## src/rtl/sram_port_arbiter.sv

```systemverilog
// Round-robin arbiter sharing one single-port SRAM wrapper among NUM_REQ requesters.
// Commands are registered, reads get a hold cycle, and read data is routed back by requester id.
module sram_port_arbiter #(
    parameter int NUM_REQ  = 4,
    parameter int DATA_BIT = 64,
    parameter int DEPTH    = 512,
    parameter int ADDR_BIT = $clog2(DEPTH),
    parameter int ID_BIT   = $clog2(NUM_REQ)
) (
    input  logic                         clk,
    input  logic                         rst,
    input  logic [NUM_REQ-1:0]           req_valid,
    output logic [NUM_REQ-1:0]           req_ready,
    input  logic [NUM_REQ-1:0]           req_wen,
    input  logic [NUM_REQ-1:0]           req_lock,
    input  logic [NUM_REQ*ADDR_BIT-1:0]  req_addr,
    input  logic [NUM_REQ*DATA_BIT-1:0]  req_wdata,
    output logic [NUM_REQ-1:0]           rsp_valid,
    output logic [DATA_BIT-1:0]          rsp_rdata,
    output logic [ADDR_BIT-1:0]          sram_addr,
    output logic                         sram_wen,
    output logic                         sram_ren,
    output logic [DATA_BIT-1:0]          sram_wdata,
    input  logic [DATA_BIT-1:0]          sram_rdata
);

    localparam int SW = ID_BIT + 1;

    typedef enum logic [1:0] {IDLE, WR, RD, RD_HOLD} state_t;

    state_t              state, state_nxt;
    logic [ID_BIT-1:0]   rr_ptr;
    logic [ID_BIT-1:0]   grant_id;
    logic                grant_found;
    logic                accept_ok;
    logic                handshake;
    logic [SW-1:0]       cand;

    logic [ADDR_BIT-1:0] sel_addr;
    logic [DATA_BIT-1:0] sel_wdata;
    logic                sel_wen;
    logic                sel_lock;

    logic [ADDR_BIT-1:0] cmd_addr;
    logic [DATA_BIT-1:0] cmd_wdata;
    logic                cmd_wen;
    logic [ID_BIT-1:0]   cmd_id;

    logic                p1_valid, p2_valid;
    logic [ID_BIT-1:0]   p1_id, p2_id;

    // Search from rr_ptr upward, wrapping at NUM_REQ, for the first valid requester.
    always_comb begin
        grant_found = 1'b0;
        grant_id    = '0;
        cand        = '0;
        for (int k = 0; k < NUM_REQ; k++) begin
            cand = {1'b0, rr_ptr} + SW'(k);
            if (cand >= SW'(NUM_REQ))
                cand = cand - SW'(NUM_REQ);
            if (!grant_found && req_valid[cand[ID_BIT-1:0]]) begin
                grant_found = 1'b1;
                grant_id    = cand[ID_BIT-1:0];
            end
        end
    end

    // RD is the one cycle where the SRAM port cannot take a new command.
    assign accept_ok = (state != RD) && !rst;
    assign handshake = accept_ok && grant_found;

    always_comb begin
        sel_addr  = '0;
        sel_wdata = '0;
        sel_wen   = 1'b0;
        sel_lock  = 1'b0;
        req_ready = '0;
        for (int i = 0; i < NUM_REQ; i++) begin
            if (grant_id == ID_BIT'(i)) begin
                sel_addr  = req_addr[i*ADDR_BIT +: ADDR_BIT];
                sel_wdata = req_wdata[i*DATA_BIT +: DATA_BIT];
                sel_wen   = req_wen[i];
                sel_lock  = req_lock[i];
                req_ready[i] = handshake;
            end
        end
    end

    always_comb begin
        state_nxt = IDLE;
        case (state)
            RD:      state_nxt = RD_HOLD;
            default: state_nxt = handshake ? (sel_wen ? WR : RD) : IDLE;
        endcase
    end

    always_ff @(posedge clk) begin
        if (rst) begin
            state     <= IDLE;
            rr_ptr    <= '0;
            cmd_addr  <= '0;
            cmd_wdata <= '0;
            cmd_wen   <= 1'b0;
            cmd_id    <= '0;
            p1_valid  <= 1'b0;
            p1_id     <= '0;
            p2_valid  <= 1'b0;
            p2_id     <= '0;
        end else begin
            state <= state_nxt;
            if (handshake) begin
                cmd_addr  <= sel_addr;
                cmd_wdata <= sel_wdata;
                cmd_wen   <= sel_wen;
                cmd_id    <= grant_id;
                if (sel_lock)
                    rr_ptr <= grant_id;
                else if (grant_id == ID_BIT'(NUM_REQ-1))
                    rr_ptr <= '0;
                else
                    rr_ptr <= grant_id + ID_BIT'(1);
            end
            // Response tag launches out of RD so it lines up with data after RD_HOLD.
            p1_valid <= (state == RD);
            p1_id    <= cmd_id;
            p2_valid <= p1_valid;
            p2_id    <= p1_id;
        end
    end

    assign sram_addr  = cmd_addr;
    assign sram_wdata = cmd_wdata;
    assign sram_wen   = (state == WR) && cmd_wen;
    assign sram_ren   = ((state == RD) || (state == RD_HOLD)) && !cmd_wen;

    always_comb begin
        rsp_valid = '0;
        for (int i = 0; i < NUM_REQ; i++)
            rsp_valid[i] = p2_valid && (p2_id == ID_BIT'(i));
    end

    assign rsp_rdata = sram_rdata;

endmodule

```

## config.mk

```make
export PLATFORM = sky130hd
export DESIGN_NAME = sram_port_arbiter
export DESIGN_NICKNAME = d
export VERILOG_FILES = /design/src/rtl/sram_port_arbiter.sv
export SDC_FILE = /design/constraint.sdc
export NUM_CORES = 1
export LEC_CHECK = 0
export CELL_PAD_IN_SITES_DETAIL_PLACEMENT = 0
export CELL_PAD_IN_SITES_GLOBAL_PLACEMENT = 2
export CORE_UTILIZATION = 13
export CTS_CLUSTER_SIZE = 10
export DETAILED_ROUTE_END_ITERATION = 6
export HOLD_SLACK_MARGIN = 0.1
export PLACE_DENSITY_LB_ADDON = 0.25
export REMOVE_ABC_BUFFERS = 1
export SYNTH_ARGS = -nofsm -noshare
export SYNTH_HDL_FRONTEND = slang
export SYNTH_SLANG_ARGS = --single-unit
```

## constraint.sdc

```tcl
create_clock -name clk -period 2.7 [get_ports clk]
set_input_delay 0.54 -clock clk [delete_from_list [all_inputs] [get_ports clk]]
set_output_delay 0.54 -clock clk [all_outputs]
set_load 0.02 [all_outputs]
```

# Yosys cells after proc, flatten, opt, wreduce, memory -nomap -nowiden
# Cells that the tools add are included.
# classes
addsub	8
mux	45
reduce_logical	19
n_lt_le_gt_ge	8
eq_ne	10
# op_table
cell	count
$mux W64	4
$mux W9	4
$mux W2	13
$mux W1	20
$eq A2 B2 Y1 const B	6
$lt A2 B3 Y1 const B	4
$logic_and A1 B1 Y1	11
$ge A3 B3 Y1 const B	3
$bmux W1 S2	4
$sub A2 B1 Y2 const B	4
$add A2 B2 Y3 const B	2
$eq A2 B1 Y1 const B	3
$logic_not A1 Y1	5
$logic_not A2 Y1	2
$add A2 B1 Y3 const B	1
$ge A2 B3 Y1 const B	1
$add A2 B1 Y2 const B	1
$ne A2 B2 Y1 const B	1
$logic_or A1 B1 Y1	1
# word_totals
wordCells	100
inputBits	370
register_bits	86

# Logic depth before layout (Yosys ltp)
# depth
ltp_word	22
depth_mapped	11

# Least setup slack after synthesis
# No wires, ideal clock.
# synth_timing
kind	in2out
start	in req_valid[1]
end	out req_ready[2]
required_ns	2.160
path_buffers	3
setup_slack_ns	-0.212
cell_stages	7
arrival_time_ns	2.372
cell_sequence	or3b_2 o221ai_1 ha_1 buf_2 buf_2 clkbuf_1 and2_1
# synth_between
elab_chain_len	14
word_cells_on_any_way	25
classes_between	1 x eq/ne; 17 x mux; 7 x reduce/logical
# synth_rtl
element	line_no	source
start: declaration	12	input logic [NUM_REQ-1:0] req_valid,
$bmux W1 S2	61	if (!grant_found && req_valid[cand[ID_BIT-1:0]]) begin
$mux W1 (not written as such)	61	
$mux W1	61	
$logic_not A1 Y1	61	
$logic_and A1 B1 Y1	61	
$mux W1	61	
$logic_not A1 Y1	61	
$logic_and A1 B1 Y1	61	
$mux W1	61	
$logic_not A1 Y1	61	
$logic_and A1 B1 Y1	61	
$mux W2 / $mux W1 (equally long branches)	61	
$eq A2 B2 Y1 / $logic_and A1 B1 Y1 (equally long branches)	79, 70	
$mux W1 (*)	79	if (grant_id == ID_BIT'(i)) begin
end: declaration	13	output logic [NUM_REQ-1:0] req_ready,
# Every way passes the cells marked *; elsewhere a longest branch is shown, timed or not. The select of a mux whose other input is x is not followed.

# Worst setup path after layout
# layout_timing
start	in req_valid[2]
end	out req_ready[2]
# The elaborated chain is that of the path after synthesis.

==> impl_results.md <==
* Status: finished, final reports clean
* Reg2reg start: rr_ptr[1]
* Detailed-route DRC error count at 0
* Max IR drop VDD at 0.313 mV
* Clock Latency Late Sink at 370 ps
* CTS tree: built
* Pre-Repair DR Iteration Count at 4
* Vias in the first global route at 7728
* Hold Path Cell Cnt at 1
* Crit path launch: req_valid[2]
* GP Congestion at 0.769
* GRT Util Overall at 16.1%
* Slew margin rel. at 67.4%
* Worst setup SP type: input port
* Routed len/inst at 21.3 um
* Initial antenna violation count at 1
* Chip height at 217 um
* CP Capture Type: output port
* Setup TNS at 0 ps
* CP required at 2160 ps
* #FFs+latches synth at 86
* First-pass GRT wire length at 54.9 mm
* Overflow after GRT at 0
* Worst R2R End: sram_wdata[33]
* Via count at 7473
* Most frequent cell on the critical path: buf_4
* Max cap viols at 0
* Mux share of post-synthesis cell area at 0.166%
* Area of the mapped netlist at 6030 um^2
* Slowest cell on crit path: nor4_4
* Clock root cell: clkbuf_16
* 1st-iter DRT viols at 310
* Horiz. Die Dim at 217 um
* Die Area at 47200 um^2
* Routed WL at 38.8 mm
* Slowest stage delay, CP at 300 ps
* WS Path Type: in2out
* Fmax at 379 MHz
* Final Skew at 8.66 ps
* TritonCTS Buffers at 9
* Final nets at 1592
* Row cnt at 78
* Initial core utilization at 13.2%
* Final Setup Violations at 0
* Power Dens Cells at 915 nW/um^2
* Worst path top cell family by delay: buffers and inverters
* Core Region at 45600 um^2
* DR vias/cell at 4.10
* Worst hold path class: reg2reg
* Final hold viol count at 0
* Utilization after layout at 24.4%
* Compound-Gate Fraction of Synth Area at 35.7%
* Largest family of logic cells by synthesized area: compound AO/OA/AOI/OAI gates
* Crit path DAT at 2100 ps
* PortBufs at 388
* CTS Hold Bufs at 0
* Max-slew violations at 0
* # IOs at 517
* H-tree depth at 3
* Crit path to: req_ready[2]
* WP buf/inv at 6
* Antenna-violating nets left at 0
* Clock-pin slew on the worst setup and hold paths at 70 ps
* Area Growth Syn to Fin at 84.3%
* Worst-case clock buffer depth at 2
* Critical Path Stages at 9
* Synthesized area per cell at 6.80 um^2
* R2R depth at 13
* Leak Pwr at 4.00 nW
* Layout cell share with drive strength beyond 1 at 9.98%
* Minimum clock period at 2640 ps
* R2r setup slk at 190 ps
* Synth Area in Simple Gates at 20.9%
* Crit-path cells: clkdlybuf4s15_1 > buf_4 > nor4_4 > buf_4 > nor3_4 > buf_12 > buf_4 > and2_1 > buf_12
* Worst-Margin Slew at 489 ps
* Pin count of the biggest net entering global routing at 56
* Synth Instances at 887
* Clk sinks at 86
* Unique cell type count in the Yosys netlist at 40
* Period utilisation layout at 97.6%
* HPWL after DPL at 29.7 mm
* Adder-cell share of the synthesized area at 0.830%
* CP max FO at 4
* Yosys warning total at 0
* Post-Synth XOR/XNOR Area at 0%
* Post-synthesis sequential area ratio at 28.6%
==> report_power, final <==
group	leakage [nW]	total [mW]	switching (mW)	internal [mW]
registers	0.722	2.29	0.367	1.92
logic	3.15	6.61	3.55	3.07
clock network	0.128	1.27	0.643	0.627
total	4.00	10.2	4.56	5.61
==> what timing repair did <==
action	4_1_cts	5_1_grt
setup endpoints to repair	5	6
setup buffers	10	1
pin swaps	5	2
gates cloned	0	0
resized for setup	16	10
==> cell usage after synthesis <==
cell type    n  share of area [%]
a221o_1      2               0.33
nand2_1    147                9.2
nor3_1       1              0.083
nor4_1       1               0.10
nor2_1       5               0.31
o21ai_0     74                6.1
nor4_2       1               0.21
clkbuf_1    64                4.0
mux2i_1      1               0.17
nand4_1      1               0.10
a2bb2oi_1    1               0.15
o22ai_1      1               0.10
dfxtp_1     86                 29
buf_1        1              0.062
o211ai_1    72                9.0
o31ai_1      1               0.12
ha_1         4               0.83
a21o_1       3               0.37
or3_1        1               0.10
nor3_2       1               0.17
a211oi_1     1               0.12
a32oi_1      1               0.15
buf_4       64                8.0
or2_2        2               0.21
or4_1        1               0.12
nor3b_1      1               0.12
inv_1        6               0.37
a311oi_1     1               0.15
nand2b_1    76                7.9
or3b_2       1               0.15
and3_1       2               0.21
o221ai_1     2               0.29
and3b_1      3               0.44
a21oi_1    222                 18
nand3_1      4               0.33
and2_1       3               0.31
a21boi_0     2               0.25
nor2b_1      9               0.93
buf_2       17                1.4
a22oi_1      1               0.12
==> kinds of logic (layout without fill, tap and decap cells) <==
logic type | Yosys count | count (layout)
AO/OA/AOI/OAI | 384 | 384
other | 0 | 1
multiplexers | 1 | 1
buffers and inverters | 152 | 488
AND/OR/NAND/NOR | 260 | 260
flip-flops | 86 | 86
adder cells (fa/ha/maj) | 4 | 4
==> layout make-up <==
cell class / count / area [um^2]
repair buffers: 466 / 4730
flip-flops and latches: 86 / 1730
well taps: 600 / 751
clock buffers: 9 / 225
clock inverters: 7 / 50.0
diodes: 1 / 2.50
fillers: 5059 / 34500
multi-input cells: 649 / 3590
inverters: 6 / 28.8
==> cell usage in the layout, fill, tap and decap left out, types with 2 or more instances in the layout <==
cell type / Yosys / routed
nand2b_1: 76 / 76
o21ai_0: 74 / 74
and3b_1: 3 / 3
ha_4: 0 / 4
a21oi_1: 222 / 222
clkdlybuf4s50_1: 0 / 380
inv_2: 0 / 2
clkinvlp_4: 0 / 3
a21o_1: 3 / 3
clkinv_2: 0 / 3
buf_12: 0 / 22
dlygate4sd2_1: 0 / 3
o211ai_1: 72 / 72
and2_1: 3 / 2
nor2b_1: 9 / 8
buf_4: 64 / 59
dfxtp_1: 86 / 84
a221o_1: 2 / 2
and3_1: 2 / 2
nand3_1: 4 / 4
nand2_1: 147 / 146
nor2_1: 5 / 4
clkbuf_16: 0 / 9
inv_4: 0 / 2
==> how the worst min path moves through the flow <==
| stage | from | slack (ps) | end |
|---|---|---|---|
| after floorplan | p1_id[0] | 410 | p2_id[0] |
| after global placement | p1_id[1] | 420 | p2_id[1] |
| after detailed placement | p1_id[0] | 430 | p2_id[0] |
| after CTS | p1_id[0] | 450 | p2_id[0] |
| after global routing | p1_id[0] | 460 | p2_id[0] |
| final | p1_id[0] | 440 | p2_id[0] |
==> through the flow <==
| stage | setup WS [ps] | power [mW] | area (um^2) | hold slack (ps) | std cells |
|---|---|---|---|---|---|
| 2_1_floorplan | -2230 | 5.37 | 5220 | 414 | 741 |
| 3_3_place_gp | -417 | 8.89 | 10700 | 421 | 1796 |
| 3_5_place_dp | -467 | 8.86 | 10700 | 431 | 1796 |
| 4_1_cts | 45.3 | 10.4 | 11100 | 450 | 1822 |
| 5_1_grt | -14.0 | 11.0 | 11100 | 464 | 1823 |
| 6_report | 63.6 | 10.2 | 11100 | 441 | 1824 |
==> routing by layer <==
layer	wire (um)	share of wire, %	GRT usage (%)	vias to the layer above
li1	-	-	-	3690
met1	16300	42	19.1	3381
met2	16500	43	23.6	377
met3	5380	14	10.6	19
met4	390	1.0	3.26	6
met5	206	0.53	3.85	-
==> worst reg2reg max path: stages (launching register included) <==
cell and delay [ps]:
dfxtp_4 400, nand2_2 80, a311oi_4 330, or2_4 220
buf_4 120, ha_4 150, buf_12 110, buf_4 170
buf_4 180, buf_12 140, nand2_1 60, o21ai_0 230
o211ai_1 130, a21oi_1 130
==> sequential cells by signal, indices dropped and copies added, names as in the netlist <==
register and flops:
p2_valid 1, rr_ptr 2, sram_addr 9, p2_id 2, state 2, p1_valid 1
sram_wdata 64, cmd_id 2, p1_id 2, cmd_wen 1
Power figures use the tool's default switching activity.
